[config.mk]
export PLATFORM = sky130hd
export DESIGN_NAME = seq_frame_tx
export DESIGN_NICKNAME = d
export VERILOG_FILES = /design/src/rtl/fsm_pkg.sv /design/src/rtl/seq_tx_shreg.sv /design/src/rtl/seq_frame_tx.sv
export SDC_FILE = /design/constraint.sdc
export NUM_CORES = 1
export LEC_CHECK = 0
export CORE_MARGIN = 1
export CORE_UTILIZATION = 57
export CTS_CLUSTER_DIAMETER = 30
export CTS_CLUSTER_SIZE = 25
export DETAILED_ROUTE_END_ITERATION = 10
export PLACE_DENSITY_LB_ADDON = 0.15
export SLEW_MARGIN = 20
export SYNTH_ARGS = -nofsm -noshare
export SYNTH_HDL_FRONTEND = slang
export SYNTH_SLANG_ARGS = --single-unit
[constraint.sdc]
create_clock -name clk -period 2.5 [get_ports clk]
set_input_delay 0.25 -clock clk [delete_from_list [all_inputs] [get_ports clk]]
set_output_delay 0.25 -clock clk [all_outputs]
set_load 0.1 [all_outputs]
[src/rtl/fsm_pkg.sv]
// Shared definitions for the consecutive-ones frame family (transmitter and detectors).
package fsm_pkg;

  localparam int DEF_DATA_W       = 8;
  localparam int DEF_PREAMBLE_LEN = 3;

  // Transmitter state encoding; each state names what the line carries this cycle.
  typedef enum logic [2:0] {
    IDLE  = 3'd0,
    PRE   = 3'd1,
    GUARD = 3'd2,
    DATA  = 3'd3,
    STOP  = 3'd4
  } state_t;

endpackage

[src/rtl/seq_tx_shreg.sv]
// Parallel-in serial-out register, MSB first. The shift enable is held low during stuff cycles.
// msb_next exposes the bit that becomes msb after a shift, so the top can register sout one cycle ahead.
module seq_tx_shreg #(
  parameter int W = 8
) (
  input  logic         clk,
  input  logic         rst,
  input  logic         load,
  input  logic [W-1:0] load_data,
  input  logic         shift,
  output logic         msb,
  output logic         msb_next
);

  logic [W-1:0] q;

  // Load takes priority over shift; shifting moves the next payload bit into the MSB.
  always_ff @(posedge clk or posedge rst) begin
    if (rst) begin
      q <= '0;
    end else if (load) begin
      q <= load_data;
    end else if (shift) begin
      q <= {q[W-2:0], 1'b0};
    end
  end

  assign msb      = q[W-1];
  assign msb_next = q[W-2];

endmodule

[src/rtl/seq_frame_tx.sv]
// Serial frame transmitter: preamble of ones, guard zero, zero-stuffed payload MSB first, stop zero.
// Handshake: a word is accepted on a rising edge where in_valid && in_ready; in_ready is a
// registered decode of IDLE, so in_valid has no combinational path to any output.
module seq_frame_tx
  import fsm_pkg::*;
#(
  parameter int DATA_W       = DEF_DATA_W,
  parameter int PREAMBLE_LEN = DEF_PREAMBLE_LEN
) (
  input  logic              clk,
  input  logic              rst,
  input  logic [DATA_W-1:0] in_data,
  input  logic              in_valid,
  output logic              in_ready,
  output logic              sout,
  output logic              busy,
  output logic              done
);

  localparam int CNT_W  = $clog2(DATA_W + 1);
  localparam int ONES_W = $clog2(PREAMBLE_LEN);

  localparam logic [ONES_W-1:0] RUN_LAST  = ONES_W'(PREAMBLE_LEN - 1);
  localparam logic [CNT_W-1:0]  BITS_FULL = CNT_W'(DATA_W);
  localparam logic [CNT_W-1:0]  BITS_ONE  = CNT_W'(1);

  state_t            state, state_n;
  logic [ONES_W-1:0] pre_cnt, pre_cnt_n;
  logic [ONES_W-1:0] ones_cnt, ones_n;
  logic [CNT_W-1:0]  bit_cnt, bit_cnt_n;
  logic              load, shift;
  logic              msb, msb_next, msb_n;
  logic              sout_n;

  seq_tx_shreg #(.W(DATA_W)) u_shreg (
    .clk       (clk),
    .rst       (rst),
    .load      (load),
    .load_data (in_data),
    .shift     (shift),
    .msb       (msb),
    .msb_next  (msb_next)
  );

  // State, counters and registered outputs; outputs are decoded from next-cycle values.
  always_ff @(posedge clk or posedge rst) begin
    if (rst) begin
      state    <= IDLE;
      pre_cnt  <= '0;
      ones_cnt <= '0;
      bit_cnt  <= '0;
      sout     <= 1'b0;
      busy     <= 1'b0;
      done     <= 1'b0;
      in_ready <= 1'b0;
    end else begin
      state    <= state_n;
      pre_cnt  <= pre_cnt_n;
      ones_cnt <= ones_n;
      bit_cnt  <= bit_cnt_n;
      sout     <= sout_n;
      busy     <= (state_n != IDLE);
      done     <= (state_n == STOP);
      in_ready <= (state_n == IDLE);
    end
  end

  // Next-state, stuffing decisions and the value the line carries next cycle.
  always_comb begin
    state_n   = state;
    pre_cnt_n = pre_cnt;
    ones_n    = ones_cnt;
    bit_cnt_n = bit_cnt;
    load      = 1'b0;
    shift     = 1'b0;
    case (state)
      IDLE: begin
        if (in_valid && in_ready) begin
          load      = 1'b1;
          pre_cnt_n = '0;
          ones_n    = '0;
          bit_cnt_n = BITS_FULL;
          state_n   = PRE;
        end
      end
      PRE: begin
        if (pre_cnt == RUN_LAST) state_n = GUARD;
        else                     pre_cnt_n = pre_cnt + 1'b1;
      end
      GUARD: state_n = DATA;
      DATA: begin
        // A run of PREAMBLE_LEN-1 ones only survives into DATA when bits remain,
        // because the last payload bit always moves to STOP.
        if (ones_cnt == RUN_LAST) begin
          ones_n = '0;
        end else begin
          shift     = 1'b1;
          bit_cnt_n = bit_cnt - 1'b1;
          ones_n    = msb ? ones_cnt + 1'b1 : '0;
          if (bit_cnt == BITS_ONE) state_n = STOP;
        end
      end
      STOP:    state_n = IDLE;
      default: state_n = IDLE;
    endcase
    msb_n  = shift ? msb_next : msb;
    sout_n = (state_n == PRE) ||
             ((state_n == DATA) && (ones_n != RUN_LAST) && msb_n);
  end

endmodule

; Word-level counts from Yosys, hierarchy flattened
; Cells that the tools add are included.
[op_classes]
add_sub_neg = 3
n_eq_ne = 13
muxes = 22
n_reduce_logical = 12
[ops]
columns = op, count
row1 = $mux W8, 2
row2 = $mux W3, 4
row3 = $pmux W3 S4, 1
row4 = $mux W2, 5
row5 = $eq A3 B2 Y1 const B, 3
row6 = $mux W4, 2
row7 = $ne A2 B2 Y1 const B, 4
row8 = $pmux W2 S2, 2
row9 = $pmux W4 S2, 1
row10 = $eq A3 B1 Y1 const B, 2
row11 = $logic_not A3 Y1, 2
row12 = $reduce_and A3 Y1, 2
row13 = $reduce_bool A2 Y1, 3
row14 = $mux W1, 5
row15 = $add A2 B1 Y2 const B, 2
row16 = $eq A2 B2 Y1 const B, 2
row17 = $eq A4 B1 Y1 const B, 1
row18 = $sub A4 B1 Y4 const B, 1
row19 = $eq A3 B3 Y1 const B, 1
row20 = $logic_and A1 B1 Y1, 3
row21 = $reduce_bool A3 Y1, 1
row22 = $logic_or A1 B1 Y1, 1
[word_totals]
reg_bits = 23
output_inout_bits = 4

; Logic depth before layout (Yosys ltp)
; Gate-level depths: netlist of the first run.
[logic_depth]
depth_word = 8
ltp_mapped = 7
mapped_depth_nobuf = 6

; Hierarchy
; A second synthesis of the first run with hierarchy kept.
[hier_totals]
cells_unflattened = 113
hier_area_um2 = 1158.6
[modules_own_cells]
columns = mod, instances, cells_each, area_each_um2
row1 = seq_frame_tx, 1, 78, 785.8
row2 = seq_tx_shreg, 1, 35, 372.9

; Worst setup path after synthesis of the first run
; OpenSTA, ideal clock, no wires.
[synth_timing]
path_type = reg-to-reg
startpoint = register in_ready
endpoint = register bit_cnt[0]
setup_time_ps = 128
arrival_time_ps = 1637
setup_slack_ps = 735
stages_incl_launch_ff = 5
path_buffers = 1
cell_sequence = dfrtp_1 -> nand4bb_4 -> nor2_2 -> buf_2 -> o21ai_0
[synth_via]
elab_chain_len = 3
[synth_lines]
columns = item, line
row1 = "start, declared", seq_frame_tx.sv:14  ; output logic in_ready,
row2 = "start signal, assigned", seq_frame_tx.sv:64  ; in_ready <= (state_n == IDLE);
row3 = $logic_and A1 B1 Y1, seq_frame_tx.sv:78  ; if (in_valid && in_ready) begin
row4 = $ne A2 B2 Y1 (no line), -
row5 = $reduce_and A3 Y1 (no line), -
row6 = "end signal, assigned", seq_frame_tx.sv:60  ; bit_cnt <= bit_cnt_n;
row7 = "end, declared", seq_frame_tx.sv:30  ; logic [CNT_W-1:0] bit_cnt, bit_cnt_n;
; Every way passes these cells.
; A chain may end at the register's enable or synchronous reset.

; Final worst setup path of the first run
[layout_timing]
startpoint = register ones_cnt[0]
endpoint = register bit_cnt[3]
[layout_via]
elab_chain_len = 3
[layout_lines]
columns = item, line
row1 = "start, declared", seq_frame_tx.sv:29  ; logic [ONES_W-1:0] ones_cnt, ones_n;
row2 = "start signal, assigned", seq_frame_tx.sv:59  ; ones_cnt <= ones_n;
row3 = $eq A2 B2 Y1, seq_frame_tx.sv:94  ; if (ones_cnt == RUN_LAST) begin
row4 = $ne A2 B2 Y1 (no line), -
row5 = $reduce_and A3 Y1 (no line), -
; Every way passes these cells.

==> results of run 1 <==
through the flow:
stage / power [mW] / instance area [um^2] / cells
after floorplan: 1.23 / 1120 / 109
after global placement: 1.34 / 1250 / 144
after detailed placement: 1.37 / 1250 / 144
after CTS: 1.54 / 1280 / 148
after global routing: 1.65 / 1280 / 148
final: 1.53 / 1280 / 148
cell type report:
cell class	instances	area, um^2
repair buffers	15	138
flip-flops and latches	23	576
clock buffers	3	22.5
multi-input cells	71	472
inverters	10	37.5
well taps	25	31.3
fillers	141	502
clock inverters	1	5.00
power groups by stage:
stage	Combinational (mW)	Clock (mW)	Sequential, mW
floorplan	0.470	0	0.756
global placement	0.702	0	0.633
detailed placement	0.728	0	0.640
CTS	0.729	0.177	0.632
global route	0.803	0.191	0.654
finish	0.724	0.173	0.633
registers in the layout, summed over array words and instances, names as in the netlist:
name,flops
u_shreg.q,8
bit_cnt,4
state,3
ones_cnt,2
pre_cnt,2
busy,1
done,1
in_ready,1
sout,1
cells in the final DEF (no fill, tap or decap):
cell	count
ha_1	4
nor4_1	1
clkinv_2	1
xor2_1	1
nor2_1	4
or4b_4	1
nand4bb_1	1
nor4bb_1	1
nor3_1	1
buf_4	5
o22ai_1	2
clkdlybuf4s50_1	10
dfrtp_1	23
o311ai_0	2
nor3b_1	2
nand4bb_4	1
clkbuf_4	3
inv_1	10
nand4b_1	1
mux2i_1	6
a31oi_1	3
nor2_2	1
o21ai_2	1
nor4b_1	1
nand2b_1	1
nand2_1	18
a21oi_1	3
o21ai_0	10
nand3_1	4
xnor2_1	1
metal layers:
metal | global-route usage [%] | wire [um] | share of wire [%]
met4 | 12.4 | 67 | 3.6
met3 | 2.35 | 61 | 3.3
met1 | 26.9 | 833 | 44
met2 | 37.5 | 914 | 49
met5 | 0 | 0 | 0
worst min path at each step:
stage               start          to
2_1_floorplan         rst  bit_cnt[0]
3_3_place_gp   pre_cnt[0]  pre_cnt[0]
4_1_cts               rst    state[2]
3_5_place_dp   pre_cnt[0]  pre_cnt[0]
6_report              rst    state[2]
5_1_grt               rst    state[2]
cell families after synthesis:
kind of cell / share of synthesized area (%)
XOR/XNOR: 1.56
flip-flops: 51.3
buffers and inverters: 6.58
AO/OA/AOI/OAI: 10.9
multiplexers: 5.36
AND/OR/NAND/NOR: 19.8
adder cells (fa/ha/maj): 4.46
worst register-to-register path, delay by kind of cell (launching register included):
kind          cells  cell delay (ns)
simple gates      3             0.89
xor+xnor          1             0.16
flops             1             0.37
buf+inv           1             0.08
fa+ha+maj         1             0.23
==> summary.txt, run 1 <==
status - finished, final reports clean
cts hold-fix bufs - 0
diode count - 0
Via-to-Cell Ratio - 5.80
Post-DRT Antenna Nets - 0
number of synthesis warnings - 0
post-synthesis cell count - 109
root buffer cell - clkbuf_4
Setup Viol. Count Final - 0
Setup Total Neg Slack - 0 ns
number of global-route vias before repair - 805
Int Pwr - 0.850 mW
fin crit share - 73.9%
CTS tree - yes
FP Rows - 15
Rel. slew slack - 43.2%
cell family with most CP delay - simple AND/OR/NAND/NOR gates
most frequent cell after synthesis - dfrtp_1
register area share after synthesis - 51.3%
max frequency - 541 MHz
Vias - 858
clock tree sinks - 23
clock latency on the worst-skew pair - 0.32 ns
Commonest cells post-synth - 23 x dfrtp_1, 18 x nand2_1, 10 x inv_1, 10 x o21ai_0, 6 x mux2i_1
share of the synthesized area in the top cell type - 51.3%
RD Place Congestion - 0.794
Worst R2R Start - ones_cnt[0]
drt wl/cell - 12.7 um
async set or reset register ratio after synthesis - 100%
Final HPWL DP - 1.35 mm
Worst path max stage delay - 0.46 ns
cell leakage power - 0.589 nW
Fin. Hold Viols - 0
GRT Util Overall - 22.1%
sequential power share - 41.4%
H-tree levels - 1
Final Max Slew Viols - 0
Yosys cell types - 29
CP Buf/Inv Count - 1
DRC viols - 0
Util after Layout - 71.9%
initial antenna violation count - 0
Crit-path slowest cell - nand4bb_1
CTS Buffer Depth - 2
RSZ-0062 raised after global routing - false
HP Class - in -> async
CP arrival - 2.05 ns
pwr/cell area - 1190 nW/um^2
Clock Pin Slew Worst Setup and Hold Paths - 0.13 ns
Worst Tran Pin Value - 0.850 ns
Top Ports - 15
number of synthesized flops with an enable pin - 0
Initial DRT Pass Iterations - 4
WHS - 0.391 ns
synth top area cells - dfrtp_1 51%, nand2_1 6.0%, mux2i_1 5.4%
Final Critical Period - 1.85 ns
Switch Pwr - 0.679 mW
Worst R2R End - bit_cnt[3]
CP startpoint - ones_cnt[0]
Post-CTS Setup Bufs - 0
Clk pwr share - 11.3%
peak supply drop - 0.000682 V
final WL - 1.88 mm
layout cells sized above 1 - 10.6%
post-CTS sizing - 0
Die Y - 46.4 um
Startpoint Class - flip-flop
core area - 1780 um^2
most common flop cell mapped by yosys - dfrtp_1
flops & latches, synth - 23
initial drt markers - 8
cts bufs inserted - 3
Initial Utilization - 62.9%
Reg2Reg Depth - 6
final worst slack - 0.652 ns
reg2reg setup slack - 0.65 ns
Post-Syn Area - 1120 um^2
max_cap viols - 0
kind of critical path - reg -> reg
Critical Path Sink - bit_cnt[3]
first-pass GRT wire length - 3.34 mm
Worst Setup End Kind - flip-flop
total grt overflow - 0
Worst Path Required - 2.70 ns
Clock Skews - 0.00847 ns
biggest area consumer among synthesized cells - dfrtp_1
largest net degree at the start of global routing - 24
crit-path cells - inv_1 > ha_1 > nand4bb_1 > nor4_1 > xnor2_1 > nand2_1
Net Sw Frac - 44.4%
critical path depth - 6
die width - 46.4 um
Syn Nets - 124
Final Net Count - 139
Area Overhead vs Synth - 14.3%
CP max FO - 9
Die ar. - 2150 um^2
Port Buffers - 14
dpl ws - 0.683 ns
logic gate share of total power - 47.3%
average cell area after synthesis - 10.3 um^2
Power figures use the tool's default switching activity.
==> run 2, diff against run 1 <==
--- a/config.mk
+++ b/config.mk
@@ -6,7 +6,7 @@
 export NUM_CORES = 1
 export LEC_CHECK = 0
 export CORE_MARGIN = 1
-export CORE_UTILIZATION = 57
+export CORE_UTILIZATION = 48
 export CTS_CLUSTER_DIAMETER = 30
 export CTS_CLUSTER_SIZE = 25
 export DETAILED_ROUTE_END_ITERATION = 10
==> constraint.sdc (replaced) <==
create_clock -name clk -period 1.56 [get_ports clk]
set_input_delay 0.156 -clock clk [delete_from_list [all_inputs] [get_ports clk]]
set_output_delay 0.156 -clock clk [all_outputs]
set_load 0.1 [all_outputs]
==> summary.txt, run 2 (synthesis gave the netlist of run 1 again) <==
Initial DRT Pass Iterations - 3
CP max FO - 5
Final Net Count - 151
Setup Total Neg Slack - -0.000155 ns
number of global-route vias before repair - 888
Rel. slew slack - 77.9%
GRT Util Overall - 20.6%
pwr/cell area - 1940 nW/um^2
Util after Layout - 68.6%
cts hold-fix bufs - 0
max_cap viols - 0
crit-path cells - inv_1 > ha_2 > or4b_4 > o21ai_2 > a31oi_1 > a31oi_1
fin crit share - 100%
Worst Tran Pin Value - 0.331 ns
cell leakage power - 0.674 nW
commonest non-fill, non-tap cells in the layout - 21 x dfrtp_1, 17 x nand2_1, 10 x clkdlybuf4s50_1
Post-DRT Antenna Nets - 0
max frequency - 641 MHz
clock tree sinks - 23
final WL - 2.23 mm
top flop regs - u_shreg.q x8, bit_cnt x4, state x3
Top cell by count, worst path - a31oi_1
RSZ-0062 raised after global routing - true
initial drt markers - 10
peak supply drop - 0.00107 V
kind of critical path - reg -> reg
Final HPWL DP - 1.58 mm
layout cells sized above 1 - 25.2%
cell family with most CP delay - simple AND/OR/NAND/NOR gates
FP Rows - 17
Area Overhead vs Synth - 35.4%
Clock Skews - 0.00172 ns
Vias - 886
Die Y - 50.3 um
Crit-path slowest cell - or4b_4
diode count - 0
drt wl/cell - 13.7 um
critical path depth - 6
Final Critical Period - 1.56 ns
status - complete, but fails checks
clock latency on the worst-skew pair - 0.31 ns
Clock Pin Slew Worst Setup and Hold Paths - 0.12 ns
Worst path max stage delay - 0.52 ns
Top reg by flops - u_shreg.q
fin area - 1520 um^2
first-pass GRT wire length - 3.82 mm
initial antenna violation count - 0
Top Ports - 15
CP Buf/Inv Count - 1
HP Class - in -> async
dpl ws - -0.0541 ns
die width - 50.3 um
Via-to-Cell Ratio - 5.44
Worst Path Required - 1.79 ns
Setup Viol. Count Final - 1
Port Buffers - 14
max reg flops - 8
failing checks - negative setup slack
final worst slack - -0.000155 ns
CTS tree - yes
WHS - 0.119 ns
RD Place Congestion - 0.854
placed cell area - 1400 um^2
DRC viols - 0
commonest non-fill, non-tap cell in the layout - dfrtp_1
Reg2Reg Depth - 6
Final Max Slew Viols - 0
core area - 2210 um^2
largest net degree at the start of global routing - 17
H-tree levels - 1
Worst Setup End Kind - flip-flop
Die ar. - 2530 um^2
total grt overflow - 0
CP arrival - 1.79 ns
cts bufs inserted - 3
root buffer cell - clkbuf_4
CTS Buffer Depth - 2
Initial Utilization - 50.7%
Fin. Hold Viols - 0
Startpoint Class - flip-flop
-- run 2: worst register-to-register path: stages, from the launching register on --
cell and delay [ns]:
dfrtp_1 0.38, inv_1 0.05, ha_2 0.18, or4b_4 0.52
o21ai_2 0.08, a31oi_1 0.07, a31oi_1 0.20
-- run 2: path summary, 6_finish.rpt --
kind,start,to,slack (ns)
max,pre_cnt[0],sout,-0.0002
min,rst,u_shreg.q[4],0.12
max reg2reg,pre_cnt[0],sout,-0.0002
min reg2reg,pre_cnt[0],pre_cnt[0],0.50
max in group asynchronous,rst,state[2],1.22
min in group clk,in_data[0],u_shreg.q[0],0.37
-- run 2: power by group --
group	internal, mW	switching, mW
clock	0.0998	0.178
combinational	0.775	0.832
sequential	0.823	0.243
-- run 2: area by class of cell --
| class | count | area [um^2] |
|---|---|---|
| Fill cell | 173 | 694 |
| Sequential cell | 23 | 578 |
| Multi-Input combinational cell | 71 | 542 |
| Timing Repair Buffer | 27 | 299 |
| Inverter | 10 | 37.5 |
| Tap cell | 28 | 35.0 |
| Clock buffer | 4 | 26.3 |
-- run 2: routing by layer --
metal	up-vias	track usage, %	share of wire (%)
li1	426	-	-
met1	438	22.2	42
met2	17	39.1	54
met3	5	3.94	2.7
met4	0	7.41	1.5
met5	-	0	0
-- run 2: what timing repair did --
item	CTS	global route
cloned	1	0
buffers inserted	0	1
endpoints found under the setup margin	7	11
pin swaps	1	7
gates resized for setup	7	12
-- run 2: per-stage QoR --
stage               instances  power (mW)
global placement          157        2.37
global route              163        3.13
detailed placement        157        2.43
CTS                       162        2.85
finish                    163        2.95
floorplan                 109        1.97
==> run 3, diff against run 2 <==
--- a/config.mk
+++ b/config.mk
@@ -10,7 +10,7 @@
 export CTS_CLUSTER_DIAMETER = 30
 export CTS_CLUSTER_SIZE = 25
 export DETAILED_ROUTE_END_ITERATION = 10
-export PLACE_DENSITY_LB_ADDON = 0.15
+export PLACE_DENSITY = 0.74
 export SLEW_MARGIN = 20
 export SYNTH_ARGS = -nofsm -noshare
 export SYNTH_HDL_FRONTEND = slang
==> summary.txt, run 3 (synthesis gave the netlist of run 1 again) <==
status - finished, final reports clean
GR Util met3 - 3.03%
Final Max Slew Viols - 0
Reg2Reg Depth - 6
reg2reg setup slack - 0.02 ns
Initial DRT Pass Iterations - 4
Die Y - 50.3 um
RSZ-0062 raised after global routing - true
CTS Buffer Depth - 2
Int Pwr - 1.63 mW
Top reg by flops - u_shreg.q
GRT Util Overall - 20.1%
Switch Pwr - 1.19 mW
Net Sw Frac - 42.2%
Fin. Hold Viols - 0
die width - 50.3 um
max_cap viols - 0
Post-DRT Antenna Nets - 0
sequential power share - 36.6%
Final HPWL DP - 1.53 mm
Port Buffers - 14
CP arrival - 1.79 ns
Startpoint Class - flip-flop
Worst R2R Start - pre_cnt[0]
Final Critical Period - 1.54 ns
final worst slack - 0.0169 ns
crit-path cells - inv_1 > ha_2 > or4b_4 > o21ai_2 > a31oi_2 > a31oi_1
Final Net Count - 147
clock latency on the worst-skew pair - 0.32 ns
Clock Skews - 0.00339 ns
M1 GR Usage - 22.3%
dpl ws - -0.0487 ns
CTS tree - yes
Post-CTS Setup Bufs - 0
root buffer cell - clkbuf_4
Crit-path slowest cell - or4b_4
Util after Layout - 65.8%
initial drt markers - 9
met2 global-route usage - 34.7%
total grt overflow - 0
DRC viols - 0
Setup Viol. Count Final - 0
number of global-route vias before repair - 856
final WL - 2.16 mm
Register Area - 578 um^2
Worst path max stage delay - 0.55 ns
first-pass GRT wire length - 3.68 mm
CP max FO - 5
clock tree sinks - 23
cts bufs inserted - 3
area of the multi-input gates - 517 um^2
kind of critical path - reg -> reg
FP Rows - 17
commonest non-fill, non-tap cells in the layout - 21 x dfrtp_1, 17 x nand2_1, 10 x clkdlybuf4s50_1
Via-to-Cell Ratio - 5.33
HP Class - in -> async
top flop regs - u_shreg.q x8, bit_cnt x4, state x3
largest net degree at the start of global routing - 24
Worst R2R End - sout
max frequency - 648 MHz
pwr/cell area - 1940 nW/um^2
fin crit share - 98.9%
RD Place Congestion - 0.839
Rel. slew slack - 76.1%
initial antenna violation count - 0
Worst Path Required - 1.81 ns
Worst Tran Pin Value - 0.354 ns
layout cells sized above 1 - 22.1%
Top Ports - 15
commonest non-fill, non-tap cell in the layout - dfrtp_1
Initial Utilization - 50.7%
cell leakage power - 0.647 nW
CP startpoint - pre_cnt[0]
Die ar. - 2530 um^2
H-tree levels - 1
Vias - 848
Clk pwr share - 9.8%
cts hold-fix bufs - 0
max reg flops - 8
core area - 2210 um^2
diode count - 0
Worst Setup End Kind - flip-flop
Critical Path Sink - sout
logic gate share of total power - 53.6%
Area Overhead vs Synth - 29.8%
drt wl/cell - 13.6 um
Fill cells - 178
Clock Pin Slew Worst Setup and Hold Paths - 0.12 ns
busiest grt layer - met2
peak supply drop - 0.00102 V
-- run 3: cell types whose count changed in the layout (fill, tap and decap cells not counted), sizes merged --
cell  previous run  this run
buf             17        13
-- run 3: cell type report --
class / count / share of cell area, %
Timing Repair Buffer: 23 / 18.0
Multi-Input combinational cell: 71 / 35.5
Sequential cell: 23 / 39.7
Tap cell: 28 / 2.41
Clock buffer: 4 / 1.81
Inverter: 10 / 2.58
-- run 3: stage by stage --
| step | TNS (ns) | hold WS (ns) | total power, mW | instances | cell area, um^2 |
|---|---|---|---|---|---|
| 2_1_floorplan | 0 | 0.158 | 1.97 | 109 | 1120 |
| 3_3_place_gp | 0 | 0.481 | 2.35 | 154 | 1370 |
| 3_5_place_dp | -0.199 | 0.481 | 2.40 | 154 | 1370 |
| 4_1_cts | 0 | 0.180 | 2.76 | 159 | 1430 |
| 5_1_grt | -0.143 | 0.202 | 3.01 | 159 | 1460 |
| 6_report | 0 | 0.173 | 2.82 | 159 | 1460 |
-- run 3: power groups by stage --
stage               logic [mW]  clock network (mW)  registers (mW)
global route              1.64               0.306            1.06
global placement          1.34                   0            1.02
floorplan                0.753                   0            1.21
finish                    1.51               0.277            1.03
CTS                       1.45               0.284            1.02
detailed placement        1.37                   0            1.03
-- run 3: metal layers --
| layer | routed length, um | share of wire [%] |
|---|---|---|
| met1 | 890 | 41 |
| met2 | 1120 | 52 |
| met3 | 66 | 3.1 |
| met4 | 74 | 3.4 |
| met5 | 0 | 0 |
-- run 3: how the worst min path moves through the flow --
stage	start	end	slack (ns)	depth (start not counted)
after global placement	pre_cnt[0]	pre_cnt[0]	0.48	1
final	rst	u_shreg.q[3]	0.17	3
after CTS	rst	u_shreg.q[3]	0.18	3
after floorplan	rst	bit_cnt[0]	0.16	1
after global routing	rst	ones_cnt[0]	0.20	3
after detailed placement	pre_cnt[0]	pre_cnt[0]	0.48	1
-- run 3: worst max-delay path: cells and delay by family, from the launching register on --
family | cells | cell delay (ns)
AND/OR/NAND/NOR | 1 | 0.55
adder cells (fa/ha/maj) | 1 | 0.18
AO/OA/AOI/OAI | 3 | 0.32
flip-flops | 1 | 0.38
buffers and inverters | 1 | 0.05
-- run 3: what timing repair did --
| item | in CTS | in global routing |
|---|---|---|
| pin swaps | 1 | 4 |
| endpoints found under the setup margin | 6 | 9 |
| resized for setup | 3 | 12 |
| gates cloned | 1 | 0 |
